==> config.mk <==
export PLATFORM = sky130hd
export DESIGN_NAME = master_write_control
export DESIGN_NICKNAME = d
export VERILOG_FILES = /design/src/rtl/master_write_control.sv
export SDC_FILE = /design/constraint.sdc
export NUM_CORES = 1
export LEC_CHECK = 0
export CORE_UTILIZATION = 30
export DETAILED_ROUTE_END_ITERATION = 6
export GPL_ROUTABILITY_DRIVEN = 1
export PLACE_DENSITY = 0.53
export SETUP_SLACK_MARGIN = 0.3
export SLEW_MARGIN = 20
export SYNTH_ARGS = -nofsm -noshare
export SYNTH_HDL_FRONTEND = slang
export SYNTH_SLANG_ARGS = --single-unit
==> constraint.sdc <==
create_clock -name clk -period 5.7 [get_ports clk]
set_input_delay 1.14 -clock clk [delete_from_list [all_inputs] [get_ports clk]]
set_output_delay 1.14 -clock clk [all_outputs]
set_load 0.1 [all_outputs]
==> src/rtl/master_write_control.sv <==
// master_write_control: skewed per-lane write-address/enable generator for draining a systolic result tile.
// Lane j trails lane 0 by j cycles; each enabled lane writes rows base..base+row_r.
module master_write_control #(
    parameter int addr_width = 8,
    parameter int width_height = 16
) (
    input  logic                                clk,
    input  logic                                reset,
    input  logic                                active,
    input  logic [addr_width-1:0]               base_addr,
    input  logic [$clog2(width_height)-1:0]     num_row,
    input  logic [$clog2(width_height)-1:0]     num_col,
    input  logic                                in_valid,
    output logic [addr_width*width_height-1:0]  out_addr,
    output logic [width_height-1:0]             out_we,
    output logic                                done
);
    localparam int out_addr_width = addr_width * width_height;
    localparam int cw = $clog2(width_height);

    typedef enum logic [1:0] {IDLE, WAIT, WRITE} state_t;

    state_t              state, next;
    logic [cw:0]         count;
    logic [addr_width-1:0] base_r;
    logic [cw-1:0]       row_r, col_r;
    logic                last;

    assign last = state == WRITE && count == {1'b0, row_r} + {1'b0, col_r};

    always_comb begin
        next = state;
        next = state == IDLE ? (active ? WAIT : IDLE) :
               state == WAIT ? (in_valid ? WRITE : WAIT) :
               (last ? IDLE : WRITE);
    end

    always_ff @(posedge clk) begin
        if (reset) begin
            state  <= IDLE;
            count  <= '0;
            done   <= 1'b0;
            base_r <= '0;
            row_r  <= '0;
            col_r  <= '0;
        end else begin
            state <= next;
            done  <= last;
            count <= state == WRITE && !last ? count + 1'b1 : '0;
            if (state == IDLE && active) begin
                base_r <= base_addr;
                row_r  <= num_row;
                col_r  <= num_col;
            end
        end
    end

    // Lane j is on row count-j, valid while that row lies inside the tile.
    for (genvar j = 0; j < width_height; j++) begin : g_lane
        localparam logic [cw:0] jj = (cw + 1)'(j);
        logic [cw:0] diff;
        assign diff = count - jj;
        assign out_we[j] = state == WRITE && jj <= {1'b0, col_r} && count >= jj && diff <= {1'b0, row_r};
        assign out_addr[j*addr_width +: addr_width] = out_we[j] ? base_r + addr_width'(diff) : '0;
    end

    logic unused;
    assign unused = ^out_addr_width;
endmodule

==> out/qor.yml <==
post-cts-setup-buffer-count: 0
htreeDepth: 1
netlist_instances: 872
syn_area_per_cell_sq_um: 6.92
via_per_inst: 5.07
row_count: 51
cap_violations: 0
numCtsBuffers: 3
outcome: "finished clean"
grtUsageTotal: 0.200
final_cell_mix: "buf_4, nor2_1, a21oi_1, ha_1, inv_1"
comb_power_share: 0.494
initial_utilization: 0.308
cts_tree: "yes"
switching_share: 0.412
cp-end-kind: "output port"
clockBufferDepth: 2
synth_area_sq_um: 6040
portBuffers: 164
dieHeight_um: 144
drc: 0
min_period_ns: 4.85
rsz0062_at_grt: "no"
antenna_found_initial: 0
ys_ff_latch: 24
netlist-cell-type-count: 60
fin_crit_sh: 0.851
critPathRequiredTime_ns: 4.56
syn2layout_area_growth_pct: 26.5
p_int_mw: 0.432
final_common_cell: "buf_4"
hold_viol: 0
p_sw_mw: 0.303
grt_pass1_wl_mm: 32.5
tightest_slew_ns: 1.04
drt_first_iter_violations: 364
leakagePower_nw: 3.43
io_pins: 165
dr_total_vias: 6491
max-vdd-ir-drop_v: 0.000182
synth_nets: 996
dominantRegCellSynth: "dfxtp_1"
cpMaxStageDelayCell: "dfxtp_1"
drive_gt1_frac: 0.176
dr.pass1.iters: 5
clk_pin_slew_ns: 0.06
seqPwrFrac: 0.281
crit_fanout: 11
coreArea_sq_um: 19600
insertion_delay_ns: 0.25
pre_cts_slack_ns: 1.16
grt-ovfl-total: 0
fin_nets: 1141
cp_cell_sequence: "inv_1 -> ha_1 -> inv_1 -> ha_1 -> nor2b_1 -> o21a_1 -> or3_1 -> a311o_1 -> a21oi_2 -> buf_4"
min_path_type: "flop to flop"
maxSlewViolCount: 0
ctsRootBufferMaster: "clkbuf_16"
clock_skew_ns: 0.00201
dieWidth_um: 144
cp_data_arrival_time_ns: 3.71
fin_setup_tns_ns: 0
ys_warn_count: 0
postRouteAntennaNets: 0
grt_max_degree: 30
ys_async_sr_fraction: 0
worst_slack_ns: 0.847
worstSetupStartpointType: "flop"
synth-seq-area-share: 0.0796
cts.sinks: 24
dp_hpwl_mm: 16.7
path_delay_family: "compound AO/OA/AOI/OAI gates"
synth_edf_count: 0
routed_wl_mm: 21.2
crit_buf_inv: 3
worst_path_largest_cell_delay_ns: 0.54
p_per_area_nw_per_um2: 96.1
post_cts_resized: 0
gp_congestion: 0.959
slew_headroom: 0.307
grt_pass1_vias: 5886
postCtsHoldBufs: 0
n_fill_cell: 2123
setup_viol: 0
clock.fmax_mhz: 206
die_area_sq_um: 20700
clkPwrFrac: 0.225
num_antenna_cells: 0
worstSetupPathType: "flop to output port"
routedWlPerCell_um: 16.6
-- power groups by stage --
stage | Clock (mW) | Combinational (mW) | Sequential, mW
floorplan | 0 | 0.283 | 0.194
global placement | 0 | 0.362 | 0.210
detailed placement | 0 | 0.361 | 0.210
CTS | 0.170 | 0.363 | 0.206
global route | 0.179 | 0.406 | 0.208
finish | 0.165 | 0.363 | 0.206
-- synth_stat cells (all sizes together), types with 14 or more instances --
| master | number | area (sq um) |
|---|---|---|
| and2 | 14 | 87.6 |
| xnor2 | 59 | 517 |
| clkbuf | 17 | 68.8 |
| dfxtp | 24 | 480 |
| ha | 99 | 1240 |
| nor2b | 16 | 100 |
| nor2 | 132 | 518 |
| buf | 18 | 114 |
| a21oi | 100 | 504 |
| nand2 | 52 | 195 |
| xor2 | 35 | 307 |
| nor3 | 32 | 160 |
| inv | 63 | 236 |
| o21ai | 60 | 308 |
-- path summary, 6_finish.rpt --
kind	startpoint	to	slack, ns	depth (start not counted)
worst max-delay path	count[1]	out_addr[47]	0.85	10
worst min-delay path	row_r[2]	row_r[2]	0.49	2
worst max register to register	col_r[0]	count[1]	3.31	7
worst min register to register	row_r[2]	row_r[2]	0.49	2
-- sequential cells by signal, indices dropped and copies added (netlist names) --
name	flops
base_r	8
col_r	4
count	5
done	1
row_r	4
state	2
-- logic make-up after synthesis --
group / after synthesis / share of synthesized area
multiplexers: 4 / 0.00663
AO/OA/AOI/OAI: 237 / 0.241
XOR/XNOR: 94 / 0.136
flip-flops: 24 / 0.0796
AND/OR/NAND/NOR: 309 / 0.244
buffers and inverters: 100 / 0.0707
adder cells (fa/ha/maj): 104 / 0.222
-- metrics by stage --
stage | instances | util | hold slack (ns) | power [mW] | cell area [sq um]
final | 1281 | 0.390 | 0.488 | 0.734 | 7640
after global routing | 1281 | 0.390 | 0.519 | 0.793 | 7640
after detailed placement | 1277 | 0.385 | 0.478 | 0.571 | 7550
after global placement | 1277 | 0.385 | 0.473 | 0.572 | 7550
after floorplan | 872 | - | 0.454 | 0.476 | 6040
after CTS | 1281 | 0.390 | 0.487 | 0.739 | 7640
-- worst reg2reg max path: stages (launching register included) --
cell and delay (ns):
dfxtp_1 0.43, ha_1 0.27, fa_1 0.40, a21o_1 0.19
a21oi_1 0.17, xnor2_1 0.12, nor3_1 0.54, nor3_1 0.13
-- metal layers --
layer / track usage / wire length (um) / vias up / part of all wire
li1: - / - / 3334 / -
met1: 0.287 / 10500 / 3002 / 0.50
met2: 0.330 / 9660 / 143 / 0.45
met3: 0.00533 / 718 / 12 / 0.034
met4: 0.0448 / 324 / 0 / 0.015
met5: 0 / 0 / - / 0
-- layout make-up --
type / instances / area, sq um / area share
Tap cell: 265 / 332 / 0.0434
Sequential cell: 24 / 480 / 0.0629
Inverter: 65 / 244 / 0.0319
Clock buffer: 4 / 88.8 / 0.0116
Multi-Input combinational cell: 748 / 5130 / 0.672
Timing Repair Buffer: 175 / 1360 / 0.179
(Power assumes the default switching activity.)
